**src/rtl/pipe_hazard_ctrl_pkg.sv**
```systemverilog
// Shared definitions for the pipeline hazard sequencer: FSM state encoding
// and the default exception vector.
package pipe_hazard_ctrl_pkg;

  typedef enum logic [1:0] {
    RUN      = 2'd0,
    DS_WAIT  = 2'd1,
    EXC_WAIT = 2'd2
  } state_e;

  localparam logic [31:0] EXC_VEC_DEFAULT = 32'hBFC00380;

endpackage

```
**src/rtl/pipe_hazard_ctrl_sat_counter.sv**
```systemverilog
// Saturating up-counter with synchronous clear; clear wins over increment and
// the count sticks at all-ones.
module sat_counter #(
  parameter int CNT_W = 32
) (
  input  logic             clk,
  input  logic             rst,
  input  logic             inc_i,
  input  logic             clr_i,
  output logic [CNT_W-1:0] cnt_o
);

  logic [CNT_W-1:0] cnt_q;
  logic [CNT_W-1:0] cnt_d;

  // Next count: clear, saturating increment, or hold.
  always_comb begin
    cnt_d = cnt_q;
    if (clr_i) begin
      cnt_d = {CNT_W{1'b0}};
    end else if (inc_i && (cnt_q != {CNT_W{1'b1}})) begin
      cnt_d = cnt_q + CNT_W'(1);
    end else begin
      cnt_d = cnt_q;
    end
  end

  // Count register.
  always_ff @(posedge clk or posedge rst) begin
    if (rst) begin
      cnt_q <= {CNT_W{1'b0}};
    end else begin
      cnt_q <= cnt_d;
    end
  end

  assign cnt_o = cnt_q;

endmodule

```
**src/rtl/pipe_hazard_ctrl.sv**
```systemverilog
// Central stall/flush sequencer for the 5-stage pipeline: resolves hazards by
// fixed priority, owns the PC redirect and counts PC stall cycles.
module pipe_hazard_ctrl
  import pipe_hazard_ctrl_pkg::*;
#(
  parameter int          CNT_W   = 32,
  parameter logic [31:0] EXC_VEC = EXC_VEC_DEFAULT
) (
  input  logic             clk,
  input  logic             rst,
  input  logic             ibus_busy,
  input  logic             dbus_busy,
  input  logic             div_busy,
  input  logic             load_use,
  input  logic             branch_taken,
  input  logic [31:0]      branch_target,
  input  logic             exc_valid,
  input  logic             exc_is_eret,
  input  logic [31:0]      epc_i,
  input  logic             cnt_clr,
  output logic             PC_Stall,
  output logic             IF_ID_Stall,
  output logic             IF_ID_Flush,
  output logic             ID_EX_Stall,
  output logic             ID_EX_Flush,
  output logic             EX_MEM_Stall,
  output logic             EX_MEM_Flush,
  output logic             MEM_WB_Flush,
  output logic             is_delayslot,
  output logic             pc_redirect,
  output logic [31:0]      pc_redirect_target,
  output logic [CNT_W-1:0] stall_cycles
);

  state_e      state_q, state_d;
  logic [31:0] tgt_q, tgt_d;

  logic        pc_stall_s, if_id_stall_s, if_id_flush_s, id_ex_stall_s, id_ex_flush_s;
  logic        ex_mem_stall_s, ex_mem_flush_s, mem_wb_flush_s, delayslot_s, redirect_s;
  logic [31:0] redirect_tgt_s, exc_tgt_s, ds_tgt_s;
  state_e      cur_s;

  // Next-state and control decode; outputs depend on state and inputs in the same cycle.
  always_comb begin
    state_d        = state_q;
    tgt_d          = tgt_q;
    pc_stall_s     = 1'b0;
    if_id_stall_s  = 1'b0;
    if_id_flush_s  = 1'b0;
    id_ex_stall_s  = 1'b0;
    id_ex_flush_s  = 1'b0;
    ex_mem_stall_s = 1'b0;
    ex_mem_flush_s = 1'b0;
    mem_wb_flush_s = 1'b0;
    delayslot_s    = 1'b0;
    redirect_s     = 1'b0;
    redirect_tgt_s = 32'h0000_0000;
    exc_tgt_s      = exc_is_eret ? epc_i : EXC_VEC;

    // An unreachable encoding is treated as RUN and steered back there.
    case (state_q)
      RUN:      cur_s = RUN;
      DS_WAIT:  cur_s = DS_WAIT;
      EXC_WAIT: cur_s = EXC_WAIT;
      default:  cur_s = RUN;
    endcase
    state_d  = cur_s;
    ds_tgt_s = (cur_s == DS_WAIT) ? tgt_q : branch_target;

    if (cur_s == EXC_WAIT) begin
      pc_stall_s    = 1'b1;
      if_id_flush_s = 1'b1;
      if (exc_valid) begin
        id_ex_flush_s  = 1'b1;
        ex_mem_flush_s = 1'b1;
        mem_wb_flush_s = 1'b1;
        tgt_d          = exc_tgt_s;
      end else if (!ibus_busy) begin
        redirect_s     = 1'b1;
        redirect_tgt_s = tgt_q;
        state_d        = RUN;
      end else begin
        state_d = EXC_WAIT;
      end
    end else if (exc_valid) begin
      if_id_flush_s  = 1'b1;
      id_ex_flush_s  = 1'b1;
      ex_mem_flush_s = 1'b1;
      mem_wb_flush_s = 1'b1;
      if (ibus_busy) begin
        pc_stall_s = 1'b1;
        tgt_d      = exc_tgt_s;
        state_d    = EXC_WAIT;
      end else begin
        redirect_s     = 1'b1;
        redirect_tgt_s = exc_tgt_s;
        state_d        = RUN;
      end
    end else if (dbus_busy) begin
      pc_stall_s     = 1'b1;
      if_id_stall_s  = 1'b1;
      id_ex_stall_s  = 1'b1;
      ex_mem_stall_s = 1'b1;
      mem_wb_flush_s = 1'b1;
    end else if (div_busy) begin
      pc_stall_s     = 1'b1;
      if_id_stall_s  = 1'b1;
      id_ex_stall_s  = 1'b1;
      ex_mem_flush_s = 1'b1;
    end else if (load_use && (cur_s == RUN)) begin
      pc_stall_s    = 1'b1;
      if_id_stall_s = 1'b1;
      id_ex_flush_s = 1'b1;
    end else if ((cur_s == DS_WAIT) || branch_taken) begin
      // The delay slot must be fetched before the branch target is loaded.
      if (ibus_busy) begin
        pc_stall_s    = 1'b1;
        if_id_flush_s = 1'b1;
        tgt_d         = ds_tgt_s;
        state_d       = DS_WAIT;
      end else begin
        delayslot_s    = 1'b1;
        redirect_s     = 1'b1;
        redirect_tgt_s = ds_tgt_s;
        state_d        = RUN;
      end
    end else if (ibus_busy) begin
      pc_stall_s    = 1'b1;
      if_id_flush_s = 1'b1;
    end else begin
      state_d = RUN;
    end

    if (redirect_s) begin
      pc_stall_s = 1'b0;
    end else begin
      pc_stall_s = pc_stall_s;
    end
  end

  // State and pending-target registers; reset drops any pending redirect.
  always_ff @(posedge clk or posedge rst) begin
    if (rst) begin
      state_q <= RUN;
      tgt_q   <= 32'h0000_0000;
    end else begin
      state_q <= state_d;
      tgt_q   <= tgt_d;
    end
  end

  assign PC_Stall           = pc_stall_s     & ~rst;
  assign IF_ID_Stall        = if_id_stall_s  & ~rst;
  assign IF_ID_Flush        = if_id_flush_s  & ~rst;
  assign ID_EX_Stall        = id_ex_stall_s  & ~rst;
  assign ID_EX_Flush        = id_ex_flush_s  & ~rst;
  assign EX_MEM_Stall       = ex_mem_stall_s & ~rst;
  assign EX_MEM_Flush       = ex_mem_flush_s & ~rst;
  assign MEM_WB_Flush       = mem_wb_flush_s & ~rst;
  assign is_delayslot       = delayslot_s    & ~rst;
  assign pc_redirect        = redirect_s     & ~rst;
  assign pc_redirect_target = rst ? 32'h0000_0000 : redirect_tgt_s;

  sat_counter #(.CNT_W(CNT_W)) u_stall_cnt (
    .clk   (clk),
    .rst   (rst),
    .inc_i (PC_Stall),
    .clr_i (cnt_clr),
    .cnt_o (stall_cycles)
  );

endmodule
```
**config.mk**
```make
export PLATFORM = sky130hd
export DESIGN_NAME = pipe_hazard_ctrl
export DESIGN_NICKNAME = d
export VERILOG_FILES = /design/src/rtl/pipe_hazard_ctrl_pkg.sv /design/src/rtl/pipe_hazard_ctrl_sat_counter.sv /design/src/rtl/pipe_hazard_ctrl.sv
export SDC_FILE = /design/constraint.sdc
export NUM_CORES = 1
export LEC_CHECK = 0
export ABC_CLOCK_PERIOD_IN_PS = 4150
export BUFFER_PORTS_ARGS = -buffer_cell sky130_fd_sc_hd__buf_2
export CORE_ASPECT_RATIO = 1.25
export CORE_UTILIZATION = 52
export DETAILED_ROUTE_END_ITERATION = 8
export MAX_ROUTING_LAYER = met4
export PLACE_DENSITY_LB_ADDON = 0.3
export SYNTH_ARGS = -nofsm -noshare
export SYNTH_HDL_FRONTEND = slang
export SYNTH_SLANG_ARGS = --single-unit
```
**constraint.sdc**
```tcl
create_clock -name clk -period 4.15 [get_ports clk]
set_input_delay 0.83 -clock clk [delete_from_list [all_inputs] [get_ports clk]]
set_output_delay 0.83 -clock clk [all_outputs]
set_load 0.03 [all_outputs]
```
==> results.txt <==
Highest achievable clock rate = 0.2604 GHz
Clock latency on the worst-skew pair = 0.35 ns
Outcome = finished clean
Critical path arrival = 3.01 ns
Post-synth EDFFs = 0
Leak pwr = 2.517 nW
Count of nets after finishing = 734
CP max-delay cell = sky130_fd_sc_hd__nand2b_1
Total track usage = 28.80%
Number of warnings reported in the yosys synthesis log = 0
Net Count, Synth = 616
Core region area = 8333 µm²
Number of global-route vias before repair = 4529
Min-Delay Path Class = register to register
Violation count after the first detailed-route iteration = 320
Global placement routability congestion = 0.9234
RSZ-0062 raised after global routing = false
Number of clock sinks seen by CTS = 66
Classification of the worst setup path = register to output pin
Proportion of synthesized chip area in sequential cells = 36.47%
Number of setup violations in the final report = 0
Count of H-tree levels built during CTS = 3
Area fraction of the dominant cell type after synthesis = 36.47%
Port Buf Inserts = 147
Cell repeated most along the worst path = sky130_fd_sc_hd__buf_4
Cell at the root of the clock tree = sky130_fd_sc_hd__clkbuf_8
Setup tns final = 0 ns
Rows = 37
Startpoint kind of the worst setup timing path = register
Starting density of the core = 54.34%
CTS tree = built
Die outline height = 106.3 µm
Number of top-level pins = 148
Number of diodes added for antenna fixing = 0
Critical path origin = state_q[0]
Share of the clock period used by the worst path = 92.54%
Number of violations of the max-capacitance limit = 0
Clock transition at path regs = 0.09 ns
Top cell type by total area after synthesis = sky130_fd_sc_hd__dfrtp_1
Reg-to-Reg Start = state_q[0]
Worst Path Buf+Inv = 4
IR drop worst, VDD = 225.2 µV
GRT Residual Overflow = 0
Area of the mapped netlist = 4528 µm²
Top Family by Delay on Critical Path = buffers and inverters
Final setup skew = 0.01542 ns
Category of the worst setup path capture point = output pin
Post-layout min period = 3.840 ns
Max-slew violation count = 0
Antenna-violating nets left = 0
Share of flip-flops with an asynchronous set or reset after synthesis = 100.0%
Post-CTS Setup Inserts = 0
Die ar. = 9087 µm²
Worst-case clock buffer depth = 2
Horizontal die dimension = 85.47 µm
Power density relative to cell area = 424.4 nW/µm²
Synth Area per Inst = 8.432 µm²
Via count = 4787
Num CTS Buffers = 9
Proportion of layout cells with a drive suffix above 1 = 29.39%
Cell count after synthesis = 537
Cell types with the largest area share after synthesis = sky130_fd_sc_hd__dfrtp_1, sky130_fd_sc_hd__a21oi_1, sky130_fd_sc_hd__a221o_1
DRT Pass-1 Iters = 5
Wire length of the first global-routing pass = 20790 µm
Relative max-transition margin = 45.08%
Yosys reg bits = 66
CTS Hold Bufs = 0
Total wire length after detailed routing = 12690 µm
Req. time, crit path = 3.32 ns
Slowest Stage Delay on Critical Path = 0.42 ns
Worst hold path startpoint = tgt_q[6]
Total half-perimeter wirelength after legalization and detailed placement = 8858 µm
Critical-path cell list = inv_1 > ha_1 > a211oi_1 > buf_4 > o21ai_1 > nand2b_1 > nor4_4 > buf_4 > a221o_1 > buf_2
Synth cell types = 55
Detailed-route wire length per cell = 16.76 µm
Worst Max-Slew Pin Slew = 0.8237 ns
Drt via density = 6.324
Initial antenna violation count = 0
Number of hold violations in the final report = 0
Pin count of the biggest net entering global routing = 67
DR DRC count = 0
Total power consumption of the routed design = 2.324 mW
Relative area change from synthesis to final layout = 20.92%
Maximum net fanout on the critical path = 22
Ys flop type = sky130_fd_sc_hd__dfrtp_1
-- stage by stage --
step | hold WS, ns | cell area (µm²) | setup WS, ns | utilization, % | cells
floorplan | 0.4715 | 4528 | 0.2665 | - | 537
global placement | 0.4884 | 5238 | 0.5028 | 62.85 | 741
detailed placement | 0.5041 | 5238 | 0.3981 | 62.85 | 741
CTS | 0.5237 | 5474 | 0.1386 | 65.69 | 757
global route | 0.5566 | 5475 | 0.09713 | 65.71 | 757
finish | 0.5259 | 5475 | 0.3098 | 65.71 | 757
-- routing by layer --
layer | part of all wire [%] | up-vias | track usage, %
met3 | 5.1 | 23 | 3.416
met2 | 53 | 171 | 51.26
met1 | 40 | 2320 | 32.93
li1 | - | 2273 | -
met4 | 1.8 | 0 | 11.07
met5 | 0 | - | -
-- layout by cell type (no fill, tap or decap), types with 11 or more instances in the layout --
master                      count
sky130_fd_sc_hd__o32ai_1       12
sky130_fd_sc_hd__nand4_1       11
sky130_fd_sc_hd__clkbuf_8      11
sky130_fd_sc_hd__inv_1         21
sky130_fd_sc_hd__dfrtp_1       66
sky130_fd_sc_hd__nand3_1       11
sky130_fd_sc_hd__nand2_1       54
sky130_fd_sc_hd__a21oi_1       45
sky130_fd_sc_hd__a2bb2oi_1     22
sky130_fd_sc_hd__buf_2        147
sky130_fd_sc_hd__o31ai_1       14
sky130_fd_sc_hd__or3_1         17
sky130_fd_sc_hd__nor2_1        43
sky130_fd_sc_hd__a221o_1       22
sky130_fd_sc_hd__mux2i_1       11
sky130_fd_sc_hd__o21ai_0       29
sky130_fd_sc_hd__or4_1         13
sky130_fd_sc_hd__o22ai_1       12
-- where the power goes --
group	leakage [nW]	internal, mW	switching (mW)	total, mW
Combinational	1.56	0.306	0.495	0.801
Sequential	0.838	0.781	0.106	0.887
Clock	0.116	0.374	0.262	0.636
Total	2.52	1.46	0.862	2.32
-- area by class of cell --
class	instances	area (µm²)
Clock buffer	11	151.4
Multi-Input combinational cell	398	2569
Sequential cell	66	1652
Inverter	23	86.33
Tap cell	97	121.4
Timing Repair Buffer	157	810.8
Fill cell	716	2858
Clock inverter	5	85.08
-- sequential cells by signal, indices dropped and copies added, names as in the netlist --
register           cells
u_stall_cnt.cnt_o     32
tgt_q                 32
state_q                2
-- Yosys cell counts, types with 4 or more instances --
| library cell | count |
|---|---|
| sky130_fd_sc_hd__a21oi_1 | 45 |
| sky130_fd_sc_hd__a221o_1 | 22 |
| sky130_fd_sc_hd__a22o_1 | 10 |
| sky130_fd_sc_hd__a2bb2oi_1 | 22 |
| sky130_fd_sc_hd__a31oi_1 | 10 |
| sky130_fd_sc_hd__buf_2 | 12 |
| sky130_fd_sc_hd__clkbuf_1 | 32 |
| sky130_fd_sc_hd__dfrtp_1 | 66 |
| sky130_fd_sc_hd__ha_1 | 5 |
| sky130_fd_sc_hd__inv_1 | 22 |
| sky130_fd_sc_hd__mux2i_1 | 11 |
| sky130_fd_sc_hd__nand2_1 | 54 |
| sky130_fd_sc_hd__nand2b_1 | 4 |
| sky130_fd_sc_hd__nand3_1 | 11 |
| sky130_fd_sc_hd__nand4_1 | 11 |
| sky130_fd_sc_hd__nor2_1 | 43 |
| sky130_fd_sc_hd__nor3_1 | 5 |
| sky130_fd_sc_hd__nor4_1 | 5 |
| sky130_fd_sc_hd__o21ai_0 | 29 |
| sky130_fd_sc_hd__o21ai_1 | 7 |
| sky130_fd_sc_hd__o22ai_1 | 12 |
| sky130_fd_sc_hd__o31ai_1 | 14 |
| sky130_fd_sc_hd__o32ai_1 | 12 |
| sky130_fd_sc_hd__or3_1 | 17 |
| sky130_fd_sc_hd__or4_1 | 13 |
-- path summary, 6_finish.rpt --
path | slack, ns | endpoint | cells after the start
worst max-delay path | 0.31 | pc_redirect_target[15] | 10
min in group asynchronous | 0.87 | tgt_q[5] | 3
worst min-delay path | 0.53 | tgt_q[6] | 2
worst max register to register | 1.57 | u_stall_cnt.cnt_o[23] | 7
worst min register to register | 0.53 | tgt_q[6] | 2
max in group asynchronous | 2.73 | u_stall_cnt.cnt_o[1] | 3
-- cells by family after synthesis --
group                    synth area share (%)
AO/OA/AOI/OAI                           30.20
flip-flops                              36.47
buffers and inverters                   6.963
adder cells (fa/ha/maj)                 1.382
multiplexers                            3.344
AND/OR/NAND/NOR                         21.25
XOR/XNOR                               0.3869
-- worst register-to-register path: stages, from the launching register on --
cell                       delay (ns)
sky130_fd_sc_hd__dfrtp_1         0.40
sky130_fd_sc_hd__inv_1           0.09
sky130_fd_sc_hd__ha_1            0.57
sky130_fd_sc_hd__and3b_1         0.28
sky130_fd_sc_hd__a211oi_2        0.06
sky130_fd_sc_hd__buf_4           0.24
sky130_fd_sc_hd__nor4_1          0.49
sky130_fd_sc_hd__mux2_4          0.34
-- what timing repair did --
item | 4_1_cts | 5_1_grt
gates resized for setup | 0 | 1
endpoints found under the hold margin | 0 | 0
setup endpoints to repair | 0 | 22
Note: power is estimated with default switching activity, not from simulation.
